### src/rtl/if_fetch_unit_if.sv
// Split-transaction instruction memory port: request/grant address phase,
// single-pulse rvalid data phase.
interface if_fetch_unit_if;
  logic        im_req;
  logic [31:0] im_addr;
  logic        im_gnt;
  logic        im_rvalid;
  logic [31:0] im_rdata;

  modport master (
    output im_req,
    output im_addr,
    input  im_gnt,
    input  im_rvalid,
    input  im_rdata
  );

  modport slave (
    input  im_req,
    input  im_addr,
    output im_gnt,
    output im_rvalid,
    output im_rdata
  );
endinterface

### src/rtl/if_fetch_unit.sv
// Instruction fetch stage: PC, single-outstanding imem read, instruction hold
// register feeding IF/ID, with redirect handling that drops in-flight responses.
module if_fetch_unit #(
    parameter logic [31:0] RESET_PC = 32'h0000_0000
) (
    input  logic                   clk,
    input  logic                   reset,
    input  logic                   IF_Stall,
    input  logic                   Redirect,
    input  logic [31:0]            RedirectPC,
    if_fetch_unit_if.master        im,
    output logic [31:0]            IF_PCplus4,
    output logic [5:0]             IF_OpCode,
    output logic [4:0]             IF_rs,
    output logic [4:0]             IF_rt,
    output logic [4:0]             IF_rd,
    output logic [4:0]             IF_Shamt,
    output logic [5:0]             IF_Funct,
    output logic                   IF_Bubble
);

    typedef enum logic [1:0] {REQ, RESP, HOLD, DROP} state_t;

    state_t      state_q, state_d;
    logic [31:0] pc_q, pc_d;
    logic [31:0] ir_q, ir_d;
    logic [31:0] pcp4_q, pcp4_d;

    always_ff @(posedge clk or negedge reset) begin
        if (!reset) begin
            state_q <= REQ;
            pc_q    <= RESET_PC;
            ir_q    <= '0;
            pcp4_q  <= '0;
        end else begin
            state_q <= state_d;
            pc_q    <= pc_d;
            ir_q    <= ir_d;
            pcp4_q  <= pcp4_d;
        end
    end

    always_comb begin
        state_d = state_q;
        pc_d    = pc_q;
        ir_d    = ir_q;
        pcp4_d  = pcp4_q;
        if (Redirect) begin
            // Redirect wins everywhere; a granted-but-unreturned request must
            // still have its response swallowed in DROP.
            pc_d = RedirectPC & ~32'h3;
            case (state_q)
                REQ:  state_d = im.im_gnt    ? DROP : REQ;
                RESP: state_d = im.im_rvalid ? REQ  : DROP;
                HOLD: state_d = REQ;
                DROP: state_d = im.im_rvalid ? REQ  : DROP;
            endcase
        end else begin
            case (state_q)
                REQ:  if (im.im_gnt) state_d = RESP;
                RESP: if (im.im_rvalid) begin
                    ir_d    = im.im_rdata;
                    pcp4_d  = pc_q + 32'd4;
                    pc_d    = pc_q + 32'd4;
                    state_d = HOLD;
                end
                HOLD: if (!IF_Stall) state_d = REQ;
                DROP: if (im.im_rvalid) state_d = REQ;
            endcase
        end
    end

    always_comb begin
        im.im_req  = (state_q == REQ);
        im.im_addr = pc_q;
        IF_Bubble  = (state_q != HOLD);
        IF_PCplus4 = pcp4_q;
        IF_OpCode  = '0;
        IF_rs      = '0;
        IF_rt      = '0;
        IF_rd      = '0;
        IF_Shamt   = '0;
        IF_Funct   = '0;
        if (state_q == HOLD) begin
            IF_OpCode = ir_q[31:26];
            IF_rs     = ir_q[25:21];
            IF_rt     = ir_q[20:16];
            IF_rd     = ir_q[15:11];
            IF_Shamt  = ir_q[10:6];
            IF_Funct  = ir_q[5:0];
        end
    end

endmodule

### src/flat_wrapper.sv
// flat-port wrapper written by rule: the top's interface ports become plain ports
module if_fetch_unit_flat 
#(
    parameter logic [31:0] RESET_PC = 32'h0000_0000
)
  (clk, reset, IF_Stall, Redirect, RedirectPC, IF_PCplus4, IF_OpCode, IF_rs, IF_rt, IF_rd, IF_Shamt, IF_Funct, IF_Bubble, im_im_req, im_im_addr, im_im_gnt, im_im_rvalid, im_im_rdata);
  if_fetch_unit_if im_i ();
  input  logic clk;
  input  logic reset;
  input  logic IF_Stall;
  input  logic Redirect;
  input  logic [31:0] RedirectPC;
  output logic [31:0] IF_PCplus4;
  output logic [5:0] IF_OpCode;
  output logic [4:0] IF_rs;
  output logic [4:0] IF_rt;
  output logic [4:0] IF_rd;
  output logic [4:0] IF_Shamt;
  output logic [5:0] IF_Funct;
  output logic IF_Bubble;
  output wire logic [$bits(im_i.im_req)-1:0] im_im_req;
  output wire logic [$bits(im_i.im_addr)-1:0] im_im_addr;
  input wire logic [$bits(im_i.im_gnt)-1:0] im_im_gnt;
  input wire logic [$bits(im_i.im_rvalid)-1:0] im_im_rvalid;
  input wire logic [$bits(im_i.im_rdata)-1:0] im_im_rdata;
  assign im_im_req = im_i.im_req;
  assign im_im_addr = im_i.im_addr;
  assign im_i.im_gnt = im_im_gnt;
  assign im_i.im_rvalid = im_im_rvalid;
  assign im_i.im_rdata = im_im_rdata;
  if_fetch_unit #(.RESET_PC(RESET_PC)) u_core (.clk(clk), .reset(reset), .IF_Stall(IF_Stall), .Redirect(Redirect), .RedirectPC(RedirectPC), .im(im_i), .IF_PCplus4(IF_PCplus4), .IF_OpCode(IF_OpCode), .IF_rs(IF_rs), .IF_rt(IF_rt), .IF_rd(IF_rd), .IF_Shamt(IF_Shamt), .IF_Funct(IF_Funct), .IF_Bubble(IF_Bubble));
endmodule
### config.mk
export PLATFORM = sky130hd
export DESIGN_NAME = if_fetch_unit_flat
export DESIGN_NICKNAME = d
export VERILOG_FILES = /design/src/rtl/if_fetch_unit_if.sv /design/src/rtl/if_fetch_unit.sv /design/src/flat_wrapper.sv
export SDC_FILE = /design/constraint.sdc
export NUM_CORES = 1
export LEC_CHECK = 0
export BUFFER_PORTS_ARGS = -buffer_cell sky130_fd_sc_hd__buf_4
export CAP_MARGIN = 20
export CORE_MARGIN = 2
export CORE_UTILIZATION = 51
export DETAILED_ROUTE_END_ITERATION = 8
export GPL_TIMING_DRIVEN = 0
export PLACE_DENSITY = 0.82
export SLEW_MARGIN = 20
export SYNTH_ARGS = -nofsm -noshare
export SYNTH_HDL_FRONTEND = slang
export SYNTH_SLANG_ARGS = --single-unit
### constraint.sdc
create_clock -name clk -period 2.16 [get_ports clk]
set_input_delay 0.432 -clock clk [delete_from_list [all_inputs] [get_ports clk]]
set_output_delay 0.432 -clock clk [all_outputs]
set_load 0.005 [all_outputs]
### Word-level counts from Yosys, hierarchy flattened

Index checks and enable logic that the tools add are counted.

* $add $sub $neg: 1
* eq/ne operators: 8
* muxes and demuxes: 18
* bitwise logic cells: 1
* reductions and logical operators: 7

Operator list (number)
* 2-to-1 mux 32 bit: 3
* adder 32 x 3 -> 32 bit, second input constant: 1
* 2-to-1 mux 5 bit: 4
* 2-to-1 mux 2 bit: 7
* 2-to-1 mux 6 bit: 2
* != test 3 bit, second input constant: 3
* case mux 2 bit (4 select lines): 1
* case mux 2 bit (3 select lines): 1
* == test 2 bit, second input constant: 2
* AND reduction 4 bit: 1
* nonzero test 2 bit: 2
* != test 3 x 2 -> 1 bit, second input constant: 1
* AND reduction 3 bit: 1
* == test 2 x 1 -> 1 bit, second input constant: 1
* logical NOT 2 bit: 1
* != test 2 bit, second input constant: 1
* AND reduction 2 bit: 1
* OR reduction 2 bit: 1
* NOT 1 bit: 1

* register bits: 98
* bits of input ports: 70
* output and inout port bits: 98
* logic and storage cells: 39

### Depth between registers and ports, before layout

* word-level depth: 4
* gate-level depth with buffers: 7

### Worst setup path after synthesis

No wires, ideal clock.

* path type: reg2reg
* start: reg u_core.pc_q[2], in the netlist u_core.im.im_addr[2]
* end: reg u_core.pc_q[24], in the netlist u_core.im.im_addr[24]
* library setup time: 0.125 ns
* arrival time: 1.856 ns
* data required time: 2.035 ns
* slack: 0.179 ns
* stages on the path, launching flop included: 8
* period minus slack after synthesis: 1.981 ns
* cells stage by stage: dfrtp_1 ha_1 nand4_1 or4_4 buf_6 nor3_1 xor2_1 mux2_2

* longest elaborated chain between the ends: 4

Ends and longest elaborated chain
* from (decl): RTL line if_fetch_unit.sv:25 `logic [31:0] pc_q, pc_d;`
* from (signal assigned): RTL line if_fetch_unit.sv:37 `pc_q <= pc_d;`
* adder 32 x 3 -> 32 bit: RTL line if_fetch_unit.sv:64 `pc_d = pc_q + 32'd4;`
* 2-to-1 mux 32 bit: RTL line if_fetch_unit.sv:61 `RESP: if (im.im_rvalid) begin`
* 2-to-1 mux 32 bit: RTL line if_fetch_unit.sv:59 `case (state_q)`
* 2-to-1 mux 32 bit: RTL line if_fetch_unit.sv:48 `if (Redirect) begin`

Every way passes these cells. The select of a mux whose other input is x is not followed.
A chain may end at the register's enable or synchronous reset.

### Worst setup path in the final report

* start: reg u_core.pc_q[5], in the netlist u_core.im.im_addr[5]
* end: reg u_core.pcp4_q[30], in the netlist u_core.IF_PCplus4[30]

* longest elaborated chain between the ends: 1

Ends and longest elaborated chain
* adder 32 x 3 -> 32 bit: RTL line if_fetch_unit.sv:63 `pcp4_d = pc_q + 32'd4;`
* to (signal assigned): RTL line if_fetch_unit.sv:39 `pcp4_q <= pcp4_d;`
* to (decl): RTL line if_fetch_unit.sv:27 `logic [31:0] pcp4_q, pcp4_d;`

Every way passes these cells.

==> results.sh <==
export IMPL_flow_area_growth_from_synthesis_pct=35.7
export IMPL_finalSetupViolations=0
export IMPL_post_dp_cell_area_um2=6240
export IMPL_crit_arrival_ns=2.30
export IMPL_period_needed_ns=2.05
export IMPL_max_freq_mhz=488
export IMPL_critPathMaxFanout=8
export IMPL_cp_slowest_cell="or4_4"
export IMPL_cts_tree="built"
export IMPL_start_util=0.526
export IMPL_clock_latency_ns=0.36
export IMPL_ys_seq_elements=94
export IMPL_antenna_found_initial=0
export IMPL_die_area_um2=10300
export IMPL_critPathBufInv=1
export IMPL_leakagePower_nw=3.18
export IMPL_reg2reg_depth=6
export IMPL_min_period_over_period=0.948
export IMPL_wl_per_cell_um=15.7
export IMPL_hold_violations=0
export IMPL_hold_buffers=0
export IMPL_max_stage_delay_ns=0.56
export IMPL_cp_top_family="simple AND/OR/NAND/NOR gates"
export IMPL_startpoint_type="register"
export IMPL_r2r_slack_ns=0.11
export IMPL_num_io_pins=168
export IMPL_synth_area_leader_cell="dfrtp_1"
export IMPL_root_buffer="clkbuf_8"
export IMPL_path_cells="nand4_4, or4_4, buf_6, nor4_4, xnor2_1, o21ai_1"
export IMPL_io_buffer_count=160
export IMPL_avgSynthCellArea_um2=8.70
export IMPL_ys_seq_area_frac=0.484
export IMPL_startpoint="u_core.im.im_addr[5]$_DFFE_PN0P_"
export IMPL_async_flop_share=1.00
export IMPL_diodes=0
export IMPL_num_rows=35
export IMPL_maxCapViolCount=0
export IMPL_endpoint="u_core.IF_PCplus4[30]$_DFFE_PN0P_"
export IMPL_peakVddDrop_uv=440
export IMPL_dp_hpwl_um=10100
export IMPL_grt_overflow_total=0
export IMPL_synth_area_um2=4860
export IMPL_status="complete, no violations"
export IMPL_cp_data_required_time_ns=2.41
export IMPL_worst_pin_slew_ns=0.855
export IMPL_r2r_start="u_core.im.im_addr[5]$_DFFE_PN0P_"
export IMPL_dp_slack_ns=-0.323
export IMPL_grt_setup_unrepaired="true"
export IMPL_synth_most_common_cell="nand2_1"
export IMPL_grt_start_max_net_pins=95
export IMPL_die_h_um=102
export IMPL_r2r_end="u_core.IF_PCplus4[30]$_DFFE_PN0P_"
export IMPL_critical_path_depth=6
export IMPL_end_kind="register"
export IMPL_hp_class="primary input to async pin"
export IMPL_grt_pass1_wl_um=21600
export IMPL_finClkSkew_ns=0.0118
export IMPL_total_power_w=0.00642
export IMPL_synth_top_cell_area_share=0.484
export IMPL_yosysWarningCount=0
export IMPL_num_vias=4517
export IMPL_cts_buffers_inserted=9
export IMPL_finalMaxSlewViolations=0
export IMPL_cts_path_max_buffers=2
export IMPL_drtIter0Drc=212
export IMPL_nFillCells=730
export IMPL_netlist_top_cells_area="dfrtp_1, nand2_1, xor2_1, o21ai_0, and2_1"
export IMPL_gp_congestion=0.886
export IMPL_synth_cell_types=39
export IMPL_setup_tns_final_ns=0
export IMPL_cts_sinks=94
export IMPL_final_cell_area_um2=6600
export IMPL_core_um2=9240
export IMPL_grt_pass1_vias=4292
export IMPL_ys_flop_type="dfrtp_1"
export IMPL_drive_above_1_share=0.307
export IMPL_relSlewSlack=0.430
export IMPL_drc=0
export IMPL_power_density_nw_per_um2=973
export IMPL_clk_pin_slew_worst_paths_ns=0.10
export IMPL_nets=809
export IMPL_crit_type="register to register"
export IMPL_ant_nets=0
export IMPL_h_tree_depth=3
export IMPL_syn_inst=559
export IMPL_setup_ws_ns=0.112
export IMPL_synth_edf_count=0
export IMPL_first_pass_iters=5
export IMPL_via_per_inst=5.19
export IMPL_ys_top_cells_by_count="nand2_1, dfrtp_1, o21ai_0"
export IMPL_grtUsageTotal=0.270
export IMPL_die_w_um=102
export IMPL_wl_um=13700
==> cell families after synthesis <==
kind of cell	count (synthesis)	share of synthesized area
xor+xnor	56	0.101
fa+ha+maj	1	0.00257
compound gates	62	0.0656
buf+inv	48	0.0550
simple gates	294	0.285
mux	3	0.00669
other cells	1	0.000771
flops	94	0.484
==> where the power goes <==
| group | switching [W] | internal, W |
|---|---|---|
| clock network | 0.000637 | 0.000657 |
| registers | 0.000435 | 0.00238 |
| logic | 0.00107 | 0.00124 |
| total | 0.00215 | 0.00428 |
==> layer usage <==
metal  share of wire  track usage
met2            0.49        0.446
met3           0.077       0.0407
met1            0.43        0.371
met4          0.0099       0.0811
met5               0            0
==> state kept, by name, summed over array words and instances, names as in the netlist <==
signal             count
u_core.ir_q           32
u_core.IF_PCplus4     30
u_core.im.im_addr     30
u_core.state_q         2
==> repair_timing <==
| action | 4_1_cts | 5_1_grt |
|---|---|---|
| resized for setup | 15 | 19 |
| endpoints found under the hold margin | 0 | 0 |
| pin swaps | 1 | 3 |
| setup buffers | 5 | 2 |
| endpoints found under the setup margin | 93 | 62 |
| gates cloned | 0 | 0 |
==> layout by cell type, fill, tap and decap left out, drive strengths merged, types with 2 or more instances in the layout <==
| cell type | count |
|---|---|
| buf | 180 |
| nand2 | 171 |
| dfrtp | 94 |
| o21ai | 58 |
| clkbuf | 36 |
| xor2 | 34 |
| and2 | 33 |
| nand3 | 25 |
| xnor2 | 22 |
| nor2 | 20 |
| nand4 | 18 |
| inv | 9 |
| nor3 | 9 |
| nor4 | 6 |
| conb | 4 |
| and3 | 3 |
| nand3b | 2 |
| mux2 | 2 |
| a21oi | 2 |
| bufinv | 2 |
==> worst min-delay path by stage <==
stage / to / cells after the start / start
6_report: u_core.ir_q[7]$_DFFE_PN0P_ / 1 / reset
3_3_place_gp: u_core.ir_q[27]$_DFFE_PN0P_ / 2 / u_core.ir_q[27]$_DFFE_PN0P_
3_5_place_dp: u_core.ir_q[20]$_DFFE_PN0P_ / 2 / u_core.ir_q[20]$_DFFE_PN0P_
5_1_grt: u_core.ir_q[4]$_DFFE_PN0P_ / 1 / reset
2_1_floorplan: u_core.IF_PCplus4[10]$_DFFE_PN0P_ / 0 / reset
4_1_cts: u_core.im.im_addr[29]$_DFFE_PN0P_ / 1 / reset
==> per-stage QoR <==
step | utilization | hold slack (ns) | std cells
after floorplan | - | 0.136 | 562
after global placement | 0.675 | 0.449 | 851
after detailed placement | 0.676 | 0.454 | 851
after CTS | 0.708 | 0.183 | 871
after global routing | 0.714 | 0.213 | 871
final | 0.714 | 0.135 | 871
==> cell type report <==
cell class,instances,area (um^2),area share
Clock buffer,9,124,0.0188
Tap cell,129,161,0.0245
Buffer,40,255,0.0387
Timing Repair Buffer,167,1260,0.190
Multi-Input combinational cell,420,2330,0.353
Sequential cell,94,2360,0.357
Clock inverter,6,91.3,0.0138
Inverter,6,22.5,0.00341
==> worst reg2reg max path, cell delays in order (launching register included) <==
cell	delay, ns
dfrtp_2	0.47
nand4_4	0.22
or4_4	0.56
buf_6	0.16
nor4_4	0.29
xnor2_1	0.18
o21ai_1	0.08
(Power assumes the default switching activity.)
